**config.mk**
```make
export PLATFORM = sky130hd
export DESIGN_NAME = pulse_stretcher
export DESIGN_NICKNAME = d
export VERILOG_FILES = /design/src/rtl/hdl_generics_pkg.sv /design/src/rtl/pulse_stretcher_tick_timer.sv /design/src/rtl/pulse_stretcher.sv
export SDC_FILE = /design/constraint.sdc
export NUM_CORES = 1
export LEC_CHECK = 0
export BUFFER_PORTS_ARGS = -buffer_cell sky130_fd_sc_hd__clkbuf_2
export CORE_MARGIN = 4
export CORE_UTILIZATION = 45
export DETAILED_ROUTE_END_ITERATION = 8
export GPL_TIMING_DRIVEN = 0
export PLACE_DENSITY = 0.72
export RECOVER_POWER = 100
export SLEW_MARGIN = 40
export SYNTH_ARGS = -nofsm -noshare
export SYNTH_HDL_FRONTEND = slang
export SYNTH_HIERARCHICAL = 1
export SYNTH_SLANG_ARGS = --single-unit
```
**constraint.sdc**
```tcl
create_clock -name clk -period 6.9 [get_ports clk]
set_clock_uncertainty 0.15 [all_clocks]
set_input_delay 0.345 -clock clk [delete_from_list [all_inputs] [get_ports clk]]
set_output_delay 0.345 -clock clk [all_outputs]
set_load 0.1 [all_outputs]
```
**src/rtl/hdl_generics_pkg.sv**
```systemverilog
// Shared types and elaboration helpers for the pulse stretcher and its timer.
package hdl_generics_pkg;

    typedef enum logic [1:0] {PS_IDLE, PS_HIGH, PS_GAP} ps_state_t;

    function automatic int max2(input int a, input int b);
        return (a > b) ? a : b;
    endfunction

endpackage

```
**src/rtl/pulse_stretcher_tick_timer.sv**
```systemverilog
// Clearable up-counter; done flags the MAX-1 count, where the count holds instead of wrapping.
module tick_timer #(
    parameter int MAX = 2,
    parameter int W   = $clog2(MAX + 1)
) (
    input  logic         clk,
    input  logic         rst,
    input  logic         clr,
    input  logic         en,
    output logic [W-1:0] count,
    output logic         done
);

    localparam logic [W-1:0] LAST = W'(MAX - 1);

    assign done = (count == LAST);

    always_ff @(posedge clk) begin
        if (rst || clr) begin
            count <= '0;
        end else if (en && !done) begin
            count <= count + W'(1);
        end
    end

endmodule

```
**src/rtl/pulse_stretcher.sv**
```systemverilog
// Stretches single-cycle strobes into HIGH_TICKS pulses separated by LOW_TICKS gaps, queueing extras.
// Optional sticky drop flag ovf is built when PULSE_STRETCHER_OVF_EN is defined.
module pulse_stretcher
    import hdl_generics_pkg::*;
#(
    parameter int HIGH_TICKS = 1000,
    parameter int LOW_TICKS  = 1000,
    parameter int MAX_PEND   = 15
) (
    input  logic                           clk,
    input  logic                           rst,
    input  logic                           stb,
    output logic                           o,
    output logic                           busy,
    output logic [$clog2(MAX_PEND+1)-1:0]  pend
`ifdef PULSE_STRETCHER_OVF_EN
    ,
    output logic                           ovf
`endif
);

    localparam int TMAX = max2(HIGH_TICKS, LOW_TICKS);
    localparam int TW   = $clog2(TMAX + 1);
    localparam int PW   = $clog2(MAX_PEND + 1);

    localparam logic [TW-1:0] HIGH_LAST = TW'(HIGH_TICKS - 1);
    localparam logic [TW-1:0] LOW_LAST  = TW'(LOW_TICKS - 1);
    localparam logic [PW-1:0] PEND_MAX  = PW'(MAX_PEND);

    ps_state_t     state;
    ps_state_t     state_nx;
    logic [PW-1:0] pend_nx;
    logic [TW-1:0] tmr_count;
    logic [TW-1:0] phase_last;
    logic          tmr_done;
    logic          tmr_clr;
    logic          tmr_en;
    logic          phase_end;
    logic          have_evt;
    logic          start;
    logic          take_q;
    logic          queue;

    tick_timer #(
        .MAX (TMAX),
        .W   (TW)
    ) u_timer (
        .clk   (clk),
        .rst   (rst),
        .clr   (tmr_clr),
        .en    (tmr_en),
        .count (tmr_count),
        .done  (tmr_done)
    );

    // One timer serves both phases; the per-state terminal value picks the phase length.
    always_comb begin
        phase_last = (state == PS_HIGH) ? HIGH_LAST : LOW_LAST;
        tmr_en     = (state != PS_IDLE);
        phase_end  = (tmr_count == phase_last) || tmr_done;
        have_evt   = stb || (pend != '0);
    end

    always_comb begin
        state_nx = state;
        case (state)
            PS_IDLE: if (have_evt) state_nx = PS_HIGH;
            PS_HIGH: if (phase_end) state_nx = PS_GAP;
            PS_GAP:  if (phase_end) state_nx = have_evt ? PS_HIGH : PS_IDLE;
            default: state_nx = PS_IDLE;
        endcase
    end

    // A strobe that itself starts a pulse with an empty queue is consumed directly, never queued.
    always_comb begin
        tmr_clr = (state_nx != state);
        start   = (state_nx == PS_HIGH) && (state != PS_HIGH);
        take_q  = start && (pend != '0);
        queue   = stb && !(start && (pend == '0));
        pend_nx = pend;
        if (queue && !take_q) begin
            if (pend != PEND_MAX) pend_nx = pend + PW'(1);
        end else if (take_q && !queue) begin
            pend_nx = pend - PW'(1);
        end
    end

    always_ff @(posedge clk) begin
        if (rst) begin
            state <= PS_IDLE;
            o     <= 1'b0;
            busy  <= 1'b0;
            pend  <= '0;
        end else begin
            state <= state_nx;
            o     <= (state_nx == PS_HIGH);
            busy  <= (state_nx != PS_IDLE);
            pend  <= pend_nx;
        end
    end

`ifdef PULSE_STRETCHER_OVF_EN
    logic drop;

    assign drop = queue && !take_q && (pend == PEND_MAX);

    always_ff @(posedge clk) begin
        if (rst) begin
            ovf <= 1'b0;
        end else if (drop) begin
            ovf <= 1'b1;
        end
    end
`endif

endmodule
```
==> reports/results.tsv <==
stage	metric	value	unit
clocking	clockBufferDepth	2	
critical_path	worstPathCellList	ha_1, inv_1, nor3_1, a311oi_1, o21ai_0, ha_1, a21o_2, a21oi_1, mux2i_1, mux2_1	
die	rows	17	
synthesis	syn-num-nets	123	
layout	nets	136	
clocking	cts_buffers	3	
global_route	grt_pass1_vias	906	
layout	final_cell_mix	18 x dfxtp_1, 8 x a21oi_1, 7 x clkbuf_1	
global_route	grt-ovfl-total	0	
clocking	clock-sinks	18	
die	die-area	0.003338	mm^2
global_route	grt_busiest_layer	met2	
critical_path	arrival	3.47	ns
layout	area_growth	5.836	%
synthesis	ys_warn_count	6	
job	cap_violations	0	
clocking	cts_setup_buffers	0	
placed_design	portBuffers	8	
routing	drc	0	
synthesis	synth_top_area_share	32.32	%
layout	instances_no_fill	156	
critical_path	start_kind	register	
sta	period_needed	3.415	ns
synthesis	ys_ff_latch	18	
routing	dr.pass1.iters	4	
sta	setup_tns	0	ns
die	core_area	0.002276	mm^2
global_route	grtUsageMet2	26.94	%
sta	final.period_utilization	49.49	%
global_route	track_usage	15.34	%
global_route	grt_first_pass_wirelength	4.105	mm
sta	setup_viol	0	
clocking	clk_latency	0.30	ns
clocking	htree_num_levels	1	
die	start_util	48.98	%
layout	final_layout_size_suffix_gt1_share	17.19	%
synthesis	yosysSeqAreaShare	32.32	%
routing	wire_per_inst	14.92	um
synthesis	syn-cell-area	0.001115	mm^2
critical_path	cp.required	6.96	ns
layout	diodes	0	
layout	post-route-util	51.84	%
routing	drt-initial-drc-count	34	
hold_path	hold_path_class	in -> reg	
routing	ant_nets	0	
sta	rsz0062_at_grt	false	
power	power.density	294.3	mW/mm^2
placed_design	place_congestion	0.7120	
power	vdd_drop_max	0.1465	mV
power	power_leakage	0.3895	nW
clocking	cts_hold_buf	0	
critical_path	crit_path_frequent_cell	ha_1	
routing	viasPerCell	6.218	
global_route	grtUsageMet1	18.01	%
layout	register_area	360.3	um^2
power	p_total	347.2	uW
critical_path	worst-path-max-fanout	7	
clocking	clkSlewWorstSetupHoldPaths	0.11	ns
critical_path	critPathKind	reg -> reg	
die	die_h	57.78	um
synthesis	synth.distinct_cells	48	
layout	fillers	221	
synthesis	async_flop_share	0	%
routing	wirelength	2.327	mm
clocking	cts-resized-gates	0	
die	fp.dieW	57.78	um
layout	final_common_cell	dfxtp_1	
critical_path	cp_slowest_cell	a311oi_1	
synthesis	synth-edff-count	0	
synthesis	syn_inst	116	
synthesis	synthFlopType	dfxtp_1	
global_route	antenna_found_initial	0	
routing	num_vias	970	
sta	maxSlewHeadroom	22.97	%
die	ios	9	
synthesis	synthTopCellsByArea	dfxtp_1 32%, a21oi_1 3.6%, ha_1 3.4%, nor4b_1 3.1%, o21ai_0 2.7%	
global_route	grtUsageMet3	4.454	%
global_route	grt_max_degree	11	
clocking	clockRootBuffer	clkbuf_4	
synthesis	syn-mean-instance-area	9.611	um^2
placed_design	placedCellCount	152	
sta	max_slew.worst_pin.slew	1.160	ns
critical_path	endpoint_kind	register	
layout	multi_input_area	664.4	um^2
sta	worst_hold_slack	0.2931	ns
sta	hold_viol_final	0	
placed_design	dp_hpwl	1.658	mm
status	status	finished, final reports clean	
critical_path	crit_path_max_incr_delay	0.62	ns
sta	drv_slew	0	
sta	fmax	292.8	MHz
clocking	cts_tree	done	
synthesis	yosys.area.top_type	dfxtp_1	
==> sequential cells by signal (all words and copies together), names as in the netlist <==
name           cells
o                  1
pend               4
u_timer/count     10
busy               1
state              2
==> critical path: cells and delay by family, from the launching register on <==
kind | cells | cell delay [ns]
compound gates | 4 | 1.35
fa+ha+maj | 2 | 0.63
buf+inv | 1 | 0.13
flops | 1 | 0.40
mux | 2 | 0.56
simple gates | 1 | 0.09
==> through the flow <==
stage	setup WS [ns]	cell area, um^2
final	3.485	1180
after global routing	3.191	1180
after CTS	3.504	1226
after detailed placement	3.517	1190
after global placement	3.650	1190
after floorplan	3.900	1115
==> area by class of cell <==
type / count / area share, %
inverter: 4 / 1.273
buffer: 4 / 3.075
clock buffer: 4 / 3.075
timing repair buffer: 8 / 2.757
sequential: 18 / 30.54
multi-input combinational: 90 / 56.31
tap: 28 / 2.969
==> routing by layer <==
layer / vias to the layer above / share of wire, % / wire length (um)
met5: - / 0 / 0
met4: 0 / 0.86 / 20
met3: 2 / 6.5 / 151
met2: 30 / 49 / 1136
met1: 455 / 44 / 1018
li1: 483 / - / -
==> Yosys cell counts (2+ instances only) <==
| library cell | count |
|---|---|
| a21oi_1 | 8 |
| or3_1 | 2 |
| o31ai_1 | 3 |
| nor3b_1 | 3 |
| or2_2 | 3 |
| and2b_2 | 2 |
| nand2b_1 | 3 |
| ha_1 | 3 |
| o22a_1 | 2 |
| nand3_1 | 5 |
| or4_1 | 3 |
| nand4_1 | 3 |
| mux2i_1 | 2 |
| nand2_1 | 3 |
| nor3_1 | 4 |
| dfxtp_1 | 18 |
| clkbuf_8 | 2 |
| inv_1 | 4 |
| o211ai_1 | 2 |
| nor2_1 | 5 |
| o21ai_0 | 6 |
| nor4b_1 | 4 |
==> where the power goes <==
part           switching, mW  total, mW  internal (mW)
Combinational          0.105      0.146         0.0413
Clock                 0.0359     0.0681         0.0322
Sequential            0.0164      0.133          0.116
==> logic make-up (layout without fill, tap and decap cells) <==
logic type,after synthesis,in the layout,share of synthesized area [%]
compound gates,31,31,21.10
xor+xnor,2,2,1.572
fa+ha+maj,4,4,5.163
buf+inv,8,20,4.601
flops,18,18,32.32
mux,3,3,2.806
simple gates,50,50,32.43
==> path summary, 6_finish.rpt <==
path | from | end | slack, ns | depth (start not counted)
setup / recovery | u_timer/count[0] | pend[3] | 3.48 | 10
setup reg to reg | u_timer/count[0] | pend[3] | 3.48 | 10
hold / removal | rst | u_timer/count[6] | 0.29 | 3
hold reg to reg | u_timer/count[9] | u_timer/count[9] | 0.36 | 2
(Power assumes the default switching activity.)
